File: config.mk
export PLATFORM = sky130hd
export DESIGN_NAME = fp_result_buffer
export DESIGN_NICKNAME = d
export VERILOG_FILES = /design/src/rtl/fp_pkg.sv /design/src/rtl/fp_classify.sv /design/src/rtl/fp_result_buffer.sv
export SDC_FILE = /design/constraint.sdc
export NUM_CORES = 1
export LEC_CHECK = 0
export CAP_MARGIN = 5
export CORE_MARGIN = 8
export CORE_UTILIZATION = 53
export DETAILED_ROUTE_END_ITERATION = 7
export GPL_TIMING_DRIVEN = 0
export PLACE_DENSITY = 0.78
export SLEW_MARGIN = 0
export SYNTH_ARGS = -nofsm -noshare
export SYNTH_HDL_FRONTEND = slang
export SYNTH_SLANG_ARGS = --single-unit
File: constraint.sdc
create_clock -name clk -period 3.1 [get_ports clk]
set_input_delay 0.775 -clock clk [delete_from_list [all_inputs] [get_ports clk]]
set_output_delay 0.775 -clock clk [all_outputs]
set_load 0.01 [all_outputs]
File: src/rtl/fp_pkg.sv
// Shared floating-point definitions: adder status codes, value classes and
// IEEE-754 single-precision field constants.
package fp_pkg;

    typedef enum logic [1:0] {
        OVF_NONE    = 2'b00,
        OVF_OVER    = 2'b01,
        OVF_UNDER   = 2'b10,
        OVF_INVALID = 2'b11
    } ovf_e;

    typedef enum logic [2:0] {
        CLS_ZERO = 3'b000,
        CLS_SUB  = 3'b001,
        CLS_NORM = 3'b010,
        CLS_INF  = 3'b011,
        CLS_NAN  = 3'b100
    } cls_e;

    localparam int unsigned EXP_W   = 8;
    localparam int unsigned FRAC_W  = 23;
    localparam logic [EXP_W-1:0] EXP_MAX = 8'd255;

    // Field masks over the full word, sign excluded.
    localparam logic [31:0] EXP_MASK  = {1'b0, EXP_MAX, {FRAC_W{1'b0}}};
    localparam logic [31:0] FRAC_MASK = {{(EXP_W + 1){1'b0}}, {FRAC_W{1'b1}}};

endpackage

File: src/rtl/fp_classify.sv
// Combinational IEEE-754 single-precision classifier; the sign bit is ignored.
module fp_classify
    import fp_pkg::*;
(
    input  logic [31:0] in_z,
    output logic [2:0]  cls
);

    logic exp_zero;
    logic exp_max;
    logic frac_zero;

    always_comb begin
        exp_zero  = (in_z & EXP_MASK) == '0;
        exp_max   = (in_z & EXP_MASK) == EXP_MASK;
        frac_zero = (in_z & FRAC_MASK) == '0;
        cls       = CLS_NORM;
        if (exp_zero) begin
            cls = frac_zero ? CLS_ZERO : CLS_SUB;
        end else if (exp_max) begin
            cls = frac_zero ? CLS_INF : CLS_NAN;
        end
    end

endmodule

File: src/rtl/fp_result_buffer.sv
// Show-ahead result FIFO behind the FP adder with sticky exception flags and a
// saturating error counter. Define FP_CLASSIFY_EN to store a class per entry.
module fp_result_buffer
    import fp_pkg::*;
#(
    parameter int unsigned DEPTH = 4,
    parameter int unsigned CNT_W = 8
)
(
    input  logic                     clk,
    input  logic                     rst,
    input  logic                     in_valid,
    output logic                     in_ready,
    input  logic [31:0]              in_z,
    input  logic [1:0]               in_ovf,
    output logic                     out_valid,
    input  logic                     out_ready,
    output logic [31:0]              out_z,
    output logic [1:0]               out_ovf,
`ifdef FP_CLASSIFY_EN
    output logic [2:0]               out_class,
`endif
    input  logic                     clear_sticky,
    output logic [2:0]               sticky,
    output logic [CNT_W-1:0]         err_count,
    output logic [$clog2(DEPTH):0]   level
);

    localparam int unsigned PTR_W = $clog2(DEPTH);
    localparam int unsigned LVL_W = PTR_W + 1;

    logic [PTR_W-1:0] wr_ptr_q, wr_ptr_d;
    logic [PTR_W-1:0] rd_ptr_q, rd_ptr_d;
    logic [LVL_W-1:0] level_q, level_d;
    logic [2:0]       sticky_q, sticky_d;
    logic [CNT_W-1:0] err_q, err_d;
    logic             push, pop;

    logic [31:0] mem_z_q   [DEPTH];
    logic [1:0]  mem_ovf_q [DEPTH];

`ifdef FP_CLASSIFY_EN
    logic [2:0] in_cls;
    logic [2:0] mem_cls_q [DEPTH];

    fp_classify u_classify (
        .in_z (in_z),
        .cls  (in_cls)
    );

    assign out_class = mem_cls_q[rd_ptr_q];
`endif

    assign in_ready  = level_q != LVL_W'(DEPTH);
    assign out_valid = level_q != '0;
    assign out_z     = mem_z_q[rd_ptr_q];
    assign out_ovf   = mem_ovf_q[rd_ptr_q];
    assign sticky    = sticky_q;
    assign err_count = err_q;
    assign level     = level_q;

    always_comb begin
        push     = in_valid && in_ready;
        pop      = out_valid && out_ready;
        wr_ptr_d = push ? wr_ptr_q + PTR_W'(1) : wr_ptr_q;
        rd_ptr_d = pop ? rd_ptr_q + PTR_W'(1) : rd_ptr_q;
        level_d  = level_q;
        case ({push, pop})
            2'b10:   level_d = level_q + LVL_W'(1);
            2'b01:   level_d = level_q - LVL_W'(1);
            default: level_d = level_q;
        endcase

        // Clear is applied first so a same-cycle error push survives it.
        sticky_d = clear_sticky ? '0 : sticky_q;
        err_d    = clear_sticky ? '0 : err_q;
        if (push) begin
            case (ovf_e'(in_ovf))
                OVF_OVER:    sticky_d[0] = 1'b1;
                OVF_UNDER:   sticky_d[1] = 1'b1;
                OVF_INVALID: sticky_d[2] = 1'b1;
                default:     ;
            endcase
            if (in_ovf != OVF_NONE && err_d != '1) begin
                err_d = err_d + CNT_W'(1);
            end
        end
    end

    always_ff @(posedge clk or posedge rst) begin
        if (rst) begin
            wr_ptr_q <= '0;
            rd_ptr_q <= '0;
            level_q  <= '0;
            sticky_q <= '0;
            err_q    <= '0;
        end else begin
            wr_ptr_q <= wr_ptr_d;
            rd_ptr_q <= rd_ptr_d;
            level_q  <= level_d;
            sticky_q <= sticky_d;
            err_q    <= err_d;
        end
    end

    always_ff @(posedge clk) begin
        if (push) begin
            mem_z_q[wr_ptr_q]   <= in_z;
            mem_ovf_q[wr_ptr_q] <= in_ovf;
`ifdef FP_CLASSIFY_EN
            mem_cls_q[wr_ptr_q] <= in_cls;
`endif
        end
    end

endmodule

After elaboration in Yosys (flattened, before gate mapping)
Memories as Yosys holds them, arrays and structs flattened.
Cells that the tools add are included.
{"block": "totals", "regBits": 18, "ramBits": 136, "in_bits": 39, "out_inout_bits": 50, "wordCells": 36, "mem_count": 2}
{"memory": "mem_z_q", "words": 4, "width": 32, "rd": 1, "rd_clocked_by_memory_dff": 0, "wr": 1, "line": "fp_result_buffer.sv:39", "rtl": "logic [31:0] mem_z_q [DEPTH];"}
{"memory": "mem_ovf_q", "words": 4, "width": 2, "rd": 1, "rd_clocked_by_memory_dff": 0, "wr": 1, "line": "fp_result_buffer.sv:40", "rtl": "logic [1:0] mem_ovf_q [DEPTH];"}
{"block": "op_classes", "add_sub_neg": 5, "eq_ne": 7, "muxes": 11, "reduce_logical": 6}
{"op": "8-bit 2-to-1 mux", "count": 3}
{"op": "8-bit by 1-bit adder with 8-bit output, second input constant", "count": 1}
{"op": "8-bit inequality test, second input constant", "count": 1}
{"op": "2-bit == test, second input constant", "count": 3}
{"op": "3-bit 2-to-1 mux", "count": 2}
{"op": "3-bit case mux with 2 select lines", "count": 1}
{"op": "1-bit 2-to-1 mux", "count": 5}
{"op": "2-bit by 1-bit adder with 2-bit output, second input constant", "count": 2}
{"op": "2-bit by 1-bit == test with 1-bit output, second input constant", "count": 2}
{"op": "2-bit nonzero test", "count": 2}
{"op": "3-bit by 1-bit adder with 3-bit output, second input constant", "count": 1}
{"op": "1-bit logical AND", "count": 3}
{"op": "3-bit inequality test, second input constant", "count": 1}
{"op": "3-bit nonzero test", "count": 1}
{"op": "3-bit by 1-bit subtractor with 3-bit output, second input constant", "count": 1}

Depth between registers and ports, before layout
{"block": "depth", "depth_word": 5, "depth_mapped": 10, "mapped_depth_nobuf": 9}

Least setup slack after synthesis
OpenSTA, ideal clock, no wires.
{"block": "synth_path", "path_kind": "input port to flip-flop", "start": "input port clear_sticky", "end": "register err_q[5], in the netlist err_count[5]", "setup_time_ps": 128, "arrival_time_ps": 2209, "required_time_ps": 2972, "path_slack_ps": 764, "path_stages": 7, "path_buffers": 2, "cell_sequence": "clkbuf_1 nor2b_1 ha_1 and4_4 buf_6 nor4_1 mux2_1"}
{"block": "synth_between", "elab_chain_cells": 5, "elab_cells_between_ends": 6, "cone_classes": "add/sub: 1; eq/ne: 1; mux: 3; reduce/logical: 1"}
{"item": "from (decl)", "line": "fp_result_buffer.sv:23", "rtl": "input logic clear_sticky,"}
{"item": "8-bit 2-to-1 mux (*)", "line": "fp_result_buffer.sv:76", "rtl": "err_d = clear_sticky ? '0 : err_q;"}
{"item": "branches (longest 3 deep; another with 8-bit by 1-bit adder with 8-bit output)"}
{"item": "8-bit 2-to-1 mux (*)", "line": "fp_result_buffer.sv:77", "rtl": "if (push) begin"}
{"item": "net err_d[5]", "line": "fp_result_buffer.sv:36", "rtl": "logic [CNT_W-1:0] err_q, err_d;"}
{"item": "to (signal assigned)", "line": "fp_result_buffer.sv:102", "rtl": "err_q <= err_d;"}
{"item": "to (decl)", "line": "fp_result_buffer.sv:36"}
Mark *: on every way through the listed nets, which the timed path passes.
A chain may end at the register's enable or synchronous reset.

Worst setup path after layout
{"block": "layout_path", "start": "register rd_ptr_q[0]", "end": "output port out_z[6]"}
{"block": "layout_between", "elab_chain_cells": 1}
{"item": "from (decl)", "line": "fp_result_buffer.sv:33", "rtl": "logic [PTR_W-1:0] rd_ptr_q, rd_ptr_d;"}
{"item": "from (signal assigned)", "line": "fp_result_buffer.sv:99", "rtl": "rd_ptr_q <= rd_ptr_d;"}
{"item": "memory read 4 x 32 bit"}
{"item": "to (decl)", "line": "fp_result_buffer.sv:18", "rtl": "output logic [31:0] out_z,"}
No other way between the ends.

==> summary by stage <==
Run status
The run finished with clean final reports.

Floorplan
The region available for standard cell placement spans 0.0108 mm^2. The starting density of the core is 0.544. The die is 121 um tall. The number of primary I/O pins is 89.

In this run the horizontal extent of the chip is 121 um. The floorplan step defined a die boundary enclosing 0.0148 mm^2. The floorplan row count is 38.

Synth
The post-synthesis adder-cell area fraction is 0.0161. The number of instances in the synthesized netlist is 274. The cell type with the largest total area after synthesis is edfxtp_1. Counting distinct cell types in the post-synthesis netlist gives 37. Of the post-synthesis cell area, the dominant cell type holds 0.692. The share of synthesized area occupied by flip-flops and latches is 0.769. The mapped cell area is 0.00590 mm^2. After synthesis, the largest family of logic cells by area is multiplexers. The post-synthesis mux area share is 0.137. Of the total synthesized cell area, the portion taken by XOR and XNOR cells is 0.0119. In this run, synthesis produced a sequential element count of 154. The fraction of the mapped netlist area in compound gates is 0.0144.

Counting every net in the synthesized netlist gives 320. The post-synthesis simple-gate area fraction is 0.0348. The total of warnings raised by yosys is 0.

Sorting the synthesized cells by area gives the leading types as edfxtp_1, mux4_2, dfrtp_1. The synthesized area per cell is 21.5 um^2.

Worst setup path
The startpoint of the most critical setup path is rd_ptr_q[0]. The worst path required time is 2.32 ns. Across all register-to-register paths, the minimum setup slack is 0.67 ns. The startpoint identified for the worst register-to-register timing path is level[0]. The endpoint kind of the worst setup timing path is an output pin. The worst register-to-register path ends at level[2].

STA classifies the critical path startpoint as a flop. Of all nets on the critical path, the largest fanout is 10. The number of cells on the worst reg-to-reg path is 10. The worst setup path is of the flop to output pin kind. Data arrives at the worst endpoint at 2.22 ns.

Finish
The final core utilization is 0.706. The final design area excluding fillers is 0.00766 mm^2. The repair_antennas step left the layout with diodes totalling 0. Of the cells placed in the final design, the portion with a size suffix greater than 1 is 0.201.

Fill cells in the final layout number 678. The number of nets in the layout is 426. The signed area change from the synthesized netlist to the final layout is 29.8%. Leaving out filler cells and counting taps, the final layout contains 533.

STA
The actual slew at the worst max-slew pin is 0.946 ns. After layout, the minimum clock period comes to 2.99 ns. The aggregate negative setup slack is 0 ns. The worst clock skew is 0.0113 ns. Dividing the final minimum period by the clock period gives 0.965.

The count of endpoints failing hold in the final timing report is 0. The maximum clock rate is 334 MHz. The count of pins over their slew limit is 0. The setup violation total in the final timing report is 0.

The worst slew slack as a fraction of its limit is 0.369.

Clock network
Counting the buffers created by CTS gives 17. The clock tree root buffer cell is clkbuf_8. After clock tree synthesis, the clock-pin slew on the worst setup and hold paths is 0.06 ns. The clock insertion delay at the later pin of the skew report is 0.52 ns.

The TritonCTS clock tree is yes. After clock tree synthesis, the flow added hold-fix buffers numbering 0. The H-tree was split into 4 levels. The number of sinks driven by the clock tree is 154. The maximum number of buffers from clock root to sink is 2. The number of buffers inserted to repair setup after CTS is 0.

Placed design
Including well taps, the total number of placed cells is 502. The congestion estimate from routability-driven global placement came to 0.746. The total half-perimeter wirelength after legalization and detailed placement is 6.73 mm.

In this run the cell area measured after placement is 0.00696 mm^2. Buffers placed on the I/O ports in this run total 88.

Pwr
The power density over the cells is 949 mW/mm^2. The largest voltage drop on the vdd net is 0.571 mV. The total leakage power is 2.74 nW. After layout, the design draws a total of 7.27 mW.

GRT
Entering global routing, the biggest net connects 35 pins. For this run, the total global-route usage over all layers was measured as 0.158. The first global-routing pass estimated 17.3 mm of wire. The via count of the first global-routing pass is 3,207.

The initial antenna violation count is 0. The remaining global-route overflow is 0.

Route
The routed length per placed instance is 20.8 um. For this block, the via count after detailed routing is 2,982. The detailed router finished its first iteration with 219 violations. The length of the first detailed-routing pass in iterations is 4. Dividing the detail-routed via count by the number of cells gives 5.59. The residual DRC count is 0.

The final layout contains routed wiring with a total length of 11.1 mm. The post-detailed-route count of antenna-violating nets is 0.

Worst hold path
The hold path startpoint is level[2]. Counting instances, the worst hold path has a depth of 1. The endpoint of the worst hold-timing path is level[2].

The min-delay analysis places its worst path in the category flop to flop.

Run
Max-cap violations in this run came to 0.
==> final cells by class <==
class                   instances  area (um^2)  share of cell area
clock buffers                  24          460              0.0601
repair buffers                 88          912               0.119
multi-input cells              98         1270               0.166
well taps                     140          175              0.0229
clock inverters                 8          143              0.0186
plain buffers                  10          120              0.0157
flip-flops and latches        154         4540               0.592
inverters                      11         41.3             0.00539
==> flip-flops by register name (all words and copies together), names as in the netlist <==
name / cells
mem_ovf_q: 8
level: 3
mem_z_q: 128
err_count: 8
wr_ptr_q: 2
sticky: 3
rd_ptr_q: 2
==> synth_stat cells <==
master / count
edfxtp_1: 136
mux4_2: 34
dfrtp_1: 18
inv_1: 10
ha_1: 6
clkbuf_1: 5
nand2_1: 5
xnor2_1: 5
and3_1: 4
buf_2: 4
nor2b_1: 4
a21oi_1: 3
mux2_1: 3
nand3_1: 3
nor2_1: 3
o31ai_1: 3
or4_1: 3
xor2_1: 3
and2_1: 2
and4_4: 2
o22ai_1: 2
buf_4: 1
buf_6: 1
fa_1: 1
inv_2: 1
mux2i_1: 1
nand2b_1: 1
nand4_1: 1
nor3_1: 1
nor3b_1: 1
nor4_1: 1
o211ai_4: 1
o21ai_1: 1
o32ai_1: 1
or2_1: 1
or3_1: 1
or3b_1: 1
==> cells in the final DEF (no fill, tap or decap), types with 4 or more instances in the layout <==
master and n:
and3_2 4, bufinv_16 4, clkbuf_1 6, clkbuf_16 16
clkdlybuf4s50_1 74, dfrtp_1 17, dlymetal6s2s_1 13, edfxtp_1 136
ha_1 6, inv_1 10, mux4_2 34, nand2_1 5
nor2b_1 4, xnor2_1 5
==> logic make-up after synthesis <==
kind of cell / after synthesis
xor gates and xnor gates: 8
and+or+nand+nor: 34
adders and majority gates: 7
buffers and inverters: 22
AOI/OAI and AO/OA: 11
muxes: 38
DFF: 154
==> where the power goes <==
group          internal [mW]  total [mW]  switching [mW]
Sequential              2.73        2.87           0.147
Clock                   1.35        2.09           0.746
Combinational           1.26        2.30            1.04
==> metrics by stage <==
step | hold WS (ns) | worst slack [ns]
6_report | 0.534 | 0.109
5_1_grt | 0.555 | -0.00547
4_1_cts | 0.530 | 0.00855
3_5_place_dp | 0.521 | -0.0342
3_3_place_gp | 0.493 | -0.173
2_1_floorplan | 0.525 | 0.764
==> critical path: stages (launching register included) <==
cell	delay [ns]
dfrtp_1	0.35
buf_8	0.17
buf_12	0.17
mux4_2	0.51
clkdlybuf4s50_1	0.49
==> layer usage <==
metal | GRT usage | vias to the layer above | share of wire
met1 | 0.181 | 1553 | 0.40
li1 | - | 1336 | -
met4 | 0.0532 | 0 | 0.011
met2 | 0.262 | 82 | 0.52
met5 | 0 | - | 0
met3 | 0.0679 | 11 | 0.069
==> worst max path at each step <==
stage	end	cells past startpoint
finish	out_z[6]	4
global route	out_z[6]	4
CTS	out_z[24]	4
detailed placement	err_count[5]	8
global placement	mem_z_q[0][6]	2
floorplan	err_count[5]	7
==> timing repair <==
item | 4_1_cts | 5_1_grt
pin swaps | 0 | 0
resized for setup | 19 | 17
setup endpoints to repair | 29 | 22
(Power assumes the default switching activity.)
